[config.mk]
export PLATFORM = sky130hd
export DESIGN_NAME = psum_fifo_arbiter
export DESIGN_NICKNAME = d
export VERILOG_FILES = /design/src/rtl/psum_fifo_arbiter_pkg.sv /design/src/rtl/psum_fifo_arbiter_rr_arbiter.sv /design/src/rtl/psum_fifo_arbiter.sv
export SDC_FILE = /design/constraint.sdc
export NUM_CORES = 1
export LEC_CHECK = 0
export ABC_AREA = 1
export CORE_MARGIN = 8
export CORE_UTILIZATION = 30
export CTS_BUF_LIST = sky130_fd_sc_hd__clkbuf_16
export CTS_CLUSTER_SIZE = 16
export DETAILED_ROUTE_END_ITERATION = 10
export GPL_TIMING_DRIVEN = 0
export PLACE_DENSITY = 0.79
export SYNTH_ARGS = -nofsm -noshare
export SYNTH_HDL_FRONTEND = slang
export SYNTH_SLANG_ARGS = --single-unit
[constraint.sdc]
create_clock -name clk -period 6.3 [get_ports clk]
set_clock_uncertainty 0.15 [all_clocks]
set_input_delay 1.26 -clock clk [delete_from_list [all_inputs] [get_ports clk]]
set_output_delay 1.26 -clock clk [all_outputs]
set_load 0.02 [all_outputs]
[src/rtl/psum_fifo_arbiter_pkg.sv]
// Shared accelerator definitions for the partial-sum FIFO front end:
// default sizes and the read-side state encoding.
package psum_fifo_arbiter_pkg;

  localparam int DEF_DATA_WIDTH = 25;
  localparam int DEF_ADDR_WIDTH = 3;
  localparam int DEF_DEPTH      = 8;
  localparam int DEF_NUM_REQ    = 4;

  typedef enum logic [1:0] {
    IDLE  = 2'd0,
    FETCH = 2'd1,
    VALID = 2'd2
  } rd_state_e;

endpackage

[src/rtl/psum_fifo_arbiter_rr_arbiter.sv]
// Round-robin priority search: first asserted request strictly after 'last',
// wrapping around, so the most recently served requester has lowest priority.
module rr_arbiter #(
  parameter  int NUM_REQ = 4,
  localparam int IDX_W   = (NUM_REQ > 1) ? $clog2(NUM_REQ) : 1
) (
  input  logic [NUM_REQ-1:0] req,
  input  logic [IDX_W-1:0]   last,
  output logic [IDX_W-1:0]   grant,
  output logic               any_req
);

  logic [IDX_W-1:0] idx;

  // Walk from the farthest candidate to the nearest so the nearest hit wins.
  always_comb begin
    // NOTE: every output gets a default before the loop, so no latch is inferred.
    grant   = last;
    any_req = 1'b0;
    idx     = '0;
    for (int off = NUM_REQ; off >= 1; off--) begin
      idx = IDX_W'((int'(last) + off) % NUM_REQ);
      if (req[idx]) begin
        grant   = idx;
        any_req = 1'b1;
      end
    end
  end

endmodule

[src/rtl/psum_fifo_arbiter.sv]
// Arbitrates NUM_REQ partial-sum writers into an external SYNCH_FIFO and
// drains it through a valid/ready read port, tracking FIFO occupancy.
module psum_fifo_arbiter
  import psum_fifo_arbiter_pkg::*;
#(
  parameter  int DATA_WIDTH = DEF_DATA_WIDTH,
  parameter  int ADDR_WIDTH = DEF_ADDR_WIDTH,
  parameter  int DEPTH      = DEF_DEPTH,
  parameter  int NUM_REQ    = DEF_NUM_REQ,
  localparam int IDX_W      = (NUM_REQ > 1) ? $clog2(NUM_REQ) : 1
) (
  input  logic                          clk,
  input  logic                          rst_n,
  input  logic [NUM_REQ-1:0]            req_valid,
  input  logic [NUM_REQ*DATA_WIDTH-1:0] req_data,
  output logic [NUM_REQ-1:0]            req_ready,
  output logic                          out_valid,
  output logic [DATA_WIDTH-1:0]         out_data,
  input  logic                          out_ready,
  output logic                          fifo_wr_en,
  output logic [DATA_WIDTH-1:0]         fifo_data_in,
  output logic                          fifo_rd_en,
  input  logic [DATA_WIDTH-1:0]         fifo_data_out,
  input  logic                          fifo_full,
  input  logic                          fifo_empty,
  output logic [IDX_W-1:0]              grant_id,
  output logic [ADDR_WIDTH:0]           count
);

  localparam logic [ADDR_WIDTH:0] COUNT_MAX = (ADDR_WIDTH+1)'(DEPTH);

  logic [IDX_W-1:0]  last_grant_q, last_grant_d;
  logic [IDX_W-1:0]  grant;
  logic              any_req;
  logic              wr_accept;
  rd_state_e         state_q;
  logic              fifo_rd_en_q;
  logic              out_valid_q;
  logic [ADDR_WIDTH:0] count_q, count_d;

  // ---------------- write side ----------------
  rr_arbiter #(.NUM_REQ(NUM_REQ)) u_rr_arbiter (
    .req     (req_valid),
    .last    (last_grant_q),
    .grant   (grant),
    .any_req (any_req)
  );

  // Gated by rst_n so no write is accepted while the FIFO itself is held in reset.
  assign wr_accept = rst_n & any_req & ~fifo_full;
  assign fifo_wr_en = wr_accept;
  assign last_grant_d = wr_accept ? grant : last_grant_q;
  assign grant_id = any_req ? grant : last_grant_q;

  always_comb begin
    req_ready    = '0;
    fifo_data_in = '0;
    req_ready[grant] = wr_accept;
    for (int i = 0; i < NUM_REQ; i++) begin
      if (grant == IDX_W'(i)) fifo_data_in = req_data[i*DATA_WIDTH +: DATA_WIDTH];
    end
  end

  always_ff @(posedge clk or negedge rst_n) begin
    // NOTE: sequential state uses non-blocking assignments so every flop samples pre-edge values.
    if (!rst_n) last_grant_q <= IDX_W'(NUM_REQ - 1);
    else        last_grant_q <= last_grant_d;
  end

  // ---------------- read side ----------------
  // fifo_rd_en and out_valid are decoded one edge early so they leave flops.
  always_ff @(posedge clk or negedge rst_n) begin
    if (!rst_n) begin
      state_q      <= IDLE;
      fifo_rd_en_q <= 1'b0;
      out_valid_q  <= 1'b0;
    end else begin
      case (state_q)
        IDLE: begin
          if (!fifo_empty) begin
            state_q      <= FETCH;
            fifo_rd_en_q <= 1'b1;
          end
        end
        FETCH: begin
          state_q      <= VALID;
          fifo_rd_en_q <= 1'b0;
          out_valid_q  <= 1'b1;
        end
        VALID: begin
          if (out_ready) begin
            out_valid_q <= 1'b0;
            if (!fifo_empty) begin
              state_q      <= FETCH;
              fifo_rd_en_q <= 1'b1;
            end else begin
              state_q <= IDLE;
            end
          end
        end
        default: begin
          state_q      <= IDLE;
          fifo_rd_en_q <= 1'b0;
          out_valid_q  <= 1'b0;
        end
      endcase
    end
  end

  assign fifo_rd_en = fifo_rd_en_q;
  assign out_valid  = out_valid_q;
  // The FIFO output register only moves on a pop, so this stays stable while stalled.
  assign out_data   = fifo_data_out;

  // ---------------- occupancy ----------------
  always_comb begin
    count_d = count_q;
    if (fifo_wr_en && !fifo_rd_en && count_q != COUNT_MAX) count_d = count_q + 1'b1;
    else if (fifo_rd_en && !fifo_wr_en && count_q != '0)   count_d = count_q - 1'b1;
  end

  always_ff @(posedge clk or negedge rst_n) begin
    if (!rst_n) count_q <= '0;
    else        count_q <= count_d;
  end

  assign count = count_q;

endmodule

==> report_table.html, run 1 <==
<table>
<tr><th>Metric</th><th>Value</th></tr>
<tr><th colspan="2">Status</th></tr>
<tr><td>Run status</td><td>finished clean</td></tr>
<tr><th colspan="2">Clock tree</th></tr>
<tr><td>Count of hold buffers inserted by post-cts repair</td><td>0</td></tr>
<tr><td>CTS max path bufs</td><td>2</td></tr>
<tr><td>Clock tree from TritonCTS</td><td>done</td></tr>
<tr><td>H-tree levels</td><td>1</td></tr>
<tr><td>Register clock-pin slew on the reported worst setup and hold paths</td><td>0.04 ns</td></tr>
<tr><td>Number of buffers inserted by post-CTS setup repair</td><td>0</td></tr>
<tr><td>Total clock buffers created by CTS</td><td>3</td></tr>
<tr><td>Post-cts gate resize count</td><td>0</td></tr>
<tr><td>Clk Tree Root Cell</td><td>clkbuf_16</td></tr>
<tr><td>Clk_lat worst skew</td><td>0.23 ns</td></tr>
<tr><td>Sink count of the clock tree</td><td>10</td></tr>
<tr><th colspan="2">Logic synthesis</th></tr>
<tr><td>Most used standard cell by instance count after synthesis</td><td>nand2_1</td></tr>
<tr><td>Synth Flop Type</td><td>dfrtp_1</td></tr>
<tr><td>Fraction of the yosys area taken by sequential cells</td><td>11.9%</td></tr>
<tr><td>Leading cell types by total area after synthesis</td><td>nand2_1 (28%), buf_4 (9.6%), dfrtp_1 (9.5%)</td></tr>
<tr><td>Post-synthesis cell count</td><td>368</td></tr>
<tr><td>Count of flip-flops with a built-in enable after synthesis</td><td>0</td></tr>
<tr><td>Synth top area share</td><td>28.2%</td></tr>
<tr><td>Ranking of synthesized cells by instance count</td><td>nand2_1 (159), inv_1 (41), nand3_1 (31)</td></tr>
<tr><td>Post-synthesis area per instance</td><td>5.75 µm²</td></tr>
<tr><td>Async set-reset flop share out of synthesis</td><td>100%</td></tr>
<tr><td>Net count after synthesis</td><td>505</td></tr>
<tr><td>Netlist area before placement</td><td>2120 µm²</td></tr>
<tr><td>Post-synthesis cell type with the largest combined area</td><td>nand2_1</td></tr>
<tr><td>Unique masters post-synth</td><td>32</td></tr>
<tr><td>Post-synthesis register bit count</td><td>10</td></tr>
<tr><td>Ys Warns</td><td>0</td></tr>
<tr><th colspan="2">Floorplanning</th></tr>
<tr><td>Area of the core</td><td>6790 µm²</td></tr>
<tr><td># rows</td><td>30</td></tr>
<tr><td>Die outline height</td><td>100 µm</td></tr>
<tr><td>Initial cell density of the core</td><td>31.1%</td></tr>
<tr><td>Ports placed on the boundary</td><td>197</td></tr>
<tr><td>Die width</td><td>100 µm</td></tr>
<tr><td>Floorplan die area</td><td>10000 µm²</td></tr>
<tr><th colspan="2">Worst hold path</th></tr>
<tr><td>Number of instances on the worst hold path</td><td>1</td></tr>
<tr><td>Worst hold-check path type</td><td>flip-flop to flip-flop</td></tr>
<tr><th colspan="2">Drt</th></tr>
<tr><td>DRC errors left</td><td>0</td></tr>
<tr><td>Final routed wire length divided by cell count</td><td>14.7 µm</td></tr>
<tr><td>DR WL met2</td><td>4.77 mm</td></tr>
<tr><td>Top Layer Used</td><td>met4</td></tr>
<tr><td>Number of detailed-routing iterations run before antenna repair</td><td>4</td></tr>
<tr><td>Met1 Routed Length</td><td>3.70 mm</td></tr>
<tr><td>Number of vias after detailed routing</td><td>2820</td></tr>
<tr><td>Detailed-routed wire length on met3</td><td>877 µm</td></tr>
<tr><td>Iter 0 DRT Violations</td><td>106</td></tr>
<tr><td>Post-detailed-route via-to-cell ratio</td><td>4.42</td></tr>
<tr><td>Post-route antenna net violation count</td><td>0</td></tr>
<tr><td>Total routed wirelength</td><td>9.40 mm</td></tr>
<tr><th colspan="2">Global route</th></tr>
<tr><td>Wire length of the first global-routing pass</td><td>14.4 mm</td></tr>
<tr><td>Pin count of the biggest net entering global routing</td><td>12</td></tr>
<tr><td>Grt ovf</td><td>0</td></tr>
<tr><td>Initial antenna violation count</td><td>0</td></tr>
<tr><td>Via count of the first global-routing pass</td><td>2748</td></tr>
<tr><td>Overall global routing resource usage</td><td>17.6%</td></tr>
<tr><th colspan="2">Power</th></tr>
<tr><td>Power density over cell area</td><td>630 nW/µm²</td></tr>
<tr><td>Worst VDD drop</td><td>396 µV</td></tr>
<tr><td>Leak</td><td>1.97 nW</td></tr>
<tr><th colspan="2">Layout</th></tr>
<tr><td>Layout Cells excl Fill</td><td>638</td></tr>
<tr><td>Number of diodes</td><td>0</td></tr>
<tr><td>Syn-to-layout area delta</td><td>90.1%</td></tr>
<tr><td>Fraction of layout instances using a drive strength above 1</td><td>15.3%</td></tr>
<tr><td>Post-Layout Inst Area</td><td>4020 µm²</td></tr>
<tr><td>Multi-input combinational cell area</td><td>1360 µm²</td></tr>
<tr><td>Nets</td><td>681</td></tr>
<tr><td>Fillers</td><td>639</td></tr>
<tr><td>Sequential standard cell area</td><td>253 µm²</td></tr>
<tr><th colspan="2">Place</th></tr>
<tr><td>Post-place instance area</td><td>3950 µm²</td></tr>
<tr><td>Placed cell count</td><td>635</td></tr>
<tr><td>DPL Wire Length</td><td>8.02 mm</td></tr>
<tr><td>Gpl congestion</td><td>0.884</td></tr>
<tr><td>Count of input and output buffers</td><td>171</td></tr>
<tr><th colspan="2">Setup path</th></tr>
<tr><td>Nature of the critical path startpoint</td><td>input port</td></tr>
<tr><td>R2r worst-path depth</td><td>16</td></tr>
<tr><td>Worst EP required</td><td>4.89 ns</td></tr>
<tr><td>Category of the worst setup path capture point</td><td>output pin</td></tr>
<tr><td>Worst Path Max Fanout</td><td>10</td></tr>
<tr><td>WP data arrival</td><td>3.61 ns</td></tr>
<tr><td>Type of the worst setup path</td><td>input port to output pin</td></tr>
<tr><th colspan="2">STA</th></tr>
<tr><td>Final Hold Fails</td><td>0</td></tr>
<tr><td>Upper clock frequency limit</td><td>0.199 GHz</td></tr>
<tr><td>Remaining max-slew budget at the tightest pin</td><td>67.7%</td></tr>
<tr><td>Setup Viol. Count Final</td><td>0</td></tr>
<tr><td>Unrepaired setup endpoints after global routing</td><td>false</td></tr>
<tr><td>Total count of max-transition violations in the final report</td><td>0</td></tr>
<tr><td>Final Cycle Share</td><td>79.6%</td></tr>
<tr><td>Transition time at the pin with the least slew margin</td><td>0.484 ns</td></tr>
<tr><td>Setup Total Neg Slack</td><td>0 ns</td></tr>
<tr><td>Final critical path time including I/O delays and setup</td><td>5.02 ns</td></tr>
<tr><th colspan="2">Flow run</th></tr>
<tr><td>Maximum Capacitance Violations</td><td>0</td></tr>
</table>
-- worst max-delay path: stages --
cell             delay (ns)
clkdlybuf4s50_1        0.52
inv_1                  0.08
nand2_1                0.07
nand3_2                0.12
nand2_2                0.11
nand2_2                0.07
nand3_2                0.12
nand2_4                0.11
nor2_4                 0.21
buf_6                  0.18
nand2_1                0.05
nand2_1                0.08
clkdlybuf4s50_1        0.63
-- sequential cells by signal (all words and copies together), names as in the netlist --
name,cells
count,4
fifo_rd_en,1
last_grant_q,2
out_valid,1
state_q,2
-- metrics by stage --
stage	hold WS [ns]	utilization (%)	power [W]	worst slack, ns
final	0.337	59.2	0.00253	1.28
after global routing	0.386	59.2	0.00277	1.10
after CTS	0.336	59.2	0.00257	1.26
after detailed placement	0.326	58.1	0.00245	1.27
after global placement	0.314	58.1	0.00243	1.31
after floorplan	0.291	-	0.00156	2.33
-- per-layer routing --
layer	GRT usage [%]	vias up
li1	-	1456
met1	19.3	1222
met2	33.1	138
met3	5.05	4
met4	2.33	0
met5	0	-
-- worst paths after layout --
path	slack, ns	end	start
min	0.34	state_q[0]$_DFFE_PN0P_	state_q[0]$_DFFE_PN0P_
min reg2reg	0.34	state_q[0]$_DFFE_PN0P_	state_q[0]$_DFFE_PN0P_
max reg2reg	3.40	count[3]$_DFFE_PN0P_	last_grant_q[0]$_DFFE_PN1P_
max	1.28	fifo_data_in[4]	req_valid[1]
min in group asynchronous	1.21	count[3]$_DFFE_PN0P_	rst_n
max in group asynchronous	4.44	last_grant_q[1]$_DFFE_PN1P_	rst_n
-- layout make-up --
type / instances / area share [%]
Timing Repair Buffer: 171 / 42.6
Multi-Input combinational cell: 275 / 33.9
Buffer: 38 / 8.24
Sequential cell: 10 / 6.28
Inverter: 45 / 4.20
Tap cell: 96 / 2.99
Clock buffer: 3 / 1.87
-- cell families after synthesis --
logic type / count (synthesis) / synth area share, %
simple gates: 238 / 52.4
fa+ha+maj: 3 / 2.13
buf+inv: 83 / 23.7
xor+xnor: 2 / 0.828
flops: 10 / 11.9
compound gates: 32 / 9.05
-- cell usage in the layout, fill, tap and decap left out, types with 2 or more instances in the layout --
| cell | instances |
|---|---|
| a21o_1 | 2 |
| a21oi_1 | 2 |
| buf_4 | 27 |
| buf_6 | 7 |
| buf_8 | 3 |
| clkbuf_16 | 3 |
| clkdlybuf4s50_1 | 171 |
| dfrtp_1 | 8 |
| dfstp_2 | 2 |
| ha_1 | 2 |
| inv_1 | 41 |
| inv_2 | 4 |
| nand2_1 | 159 |
| nand2_2 | 17 |
| nand2_4 | 5 |
| nand3_1 | 31 |
| nand3_2 | 9 |
| nand3b_1 | 2 |
| nor2_1 | 9 |
| o21ai_0 | 21 |
| o21ai_1 | 3 |
| xor2_1 | 2 |
-- power breakdown --
| part | switching (W) | leakage (nW) | internal (W) |
|---|---|---|---|
| clock network | 0.0000280 | 0.0370 | 0.0000822 |
| logic | 0.00131 | 1.82 | 0.000989 |
| registers | 0.0000345 | 0.118 | 0.0000957 |
Note: power is estimated with default switching activity, not from simulation.
==> run 2: changes to the inputs <==
==> constraint.sdc (replaced) <==
create_clock -name clk -period 4.8 [get_ports clk]
set_clock_uncertainty 0.15 [all_clocks]
set_input_delay 0.96 -clock clk [delete_from_list [all_inputs] [get_ports clk]]
set_output_delay 0.96 -clock clk [all_outputs]
set_load 0.02 [all_outputs]
==> results of run 2 <==
The final DEF is identical to that of run 1. Status: finished clean.
Main changes from that run: setup slack after placement 1.27 ns -> 0.374 ns; setup slack after layout 1.28 ns -> 0.383 ns; register-to-register setup slack 3.40 ns -> 1.90 ns; total power 0.00253 W -> 0.00333 W; worst IR drop on VDD 396 µV -> 519 µV
==> run 3: changes to the inputs <==
--- a/config.mk
+++ b/config.mk
@@ -13,6 +13,7 @@
 export DETAILED_ROUTE_END_ITERATION = 10
 export GPL_TIMING_DRIVEN = 0
 export PLACE_DENSITY = 0.79
+export SKIP_LAST_GASP = 1
 export SYNTH_ARGS = -nofsm -noshare
 export SYNTH_HDL_FRONTEND = slang
 export SYNTH_SLANG_ARGS = --single-unit
==> results of run 3 <==
The final DEF is identical to that of run 1. Status: finished clean.
Main changes from that run: setup slack after placement 1.27 ns -> 0.374 ns; setup slack after layout 1.28 ns -> 0.383 ns; register-to-register setup slack 3.40 ns -> 1.90 ns; total power 0.00253 W -> 0.00333 W; worst IR drop on VDD 396 µV -> 519 µV
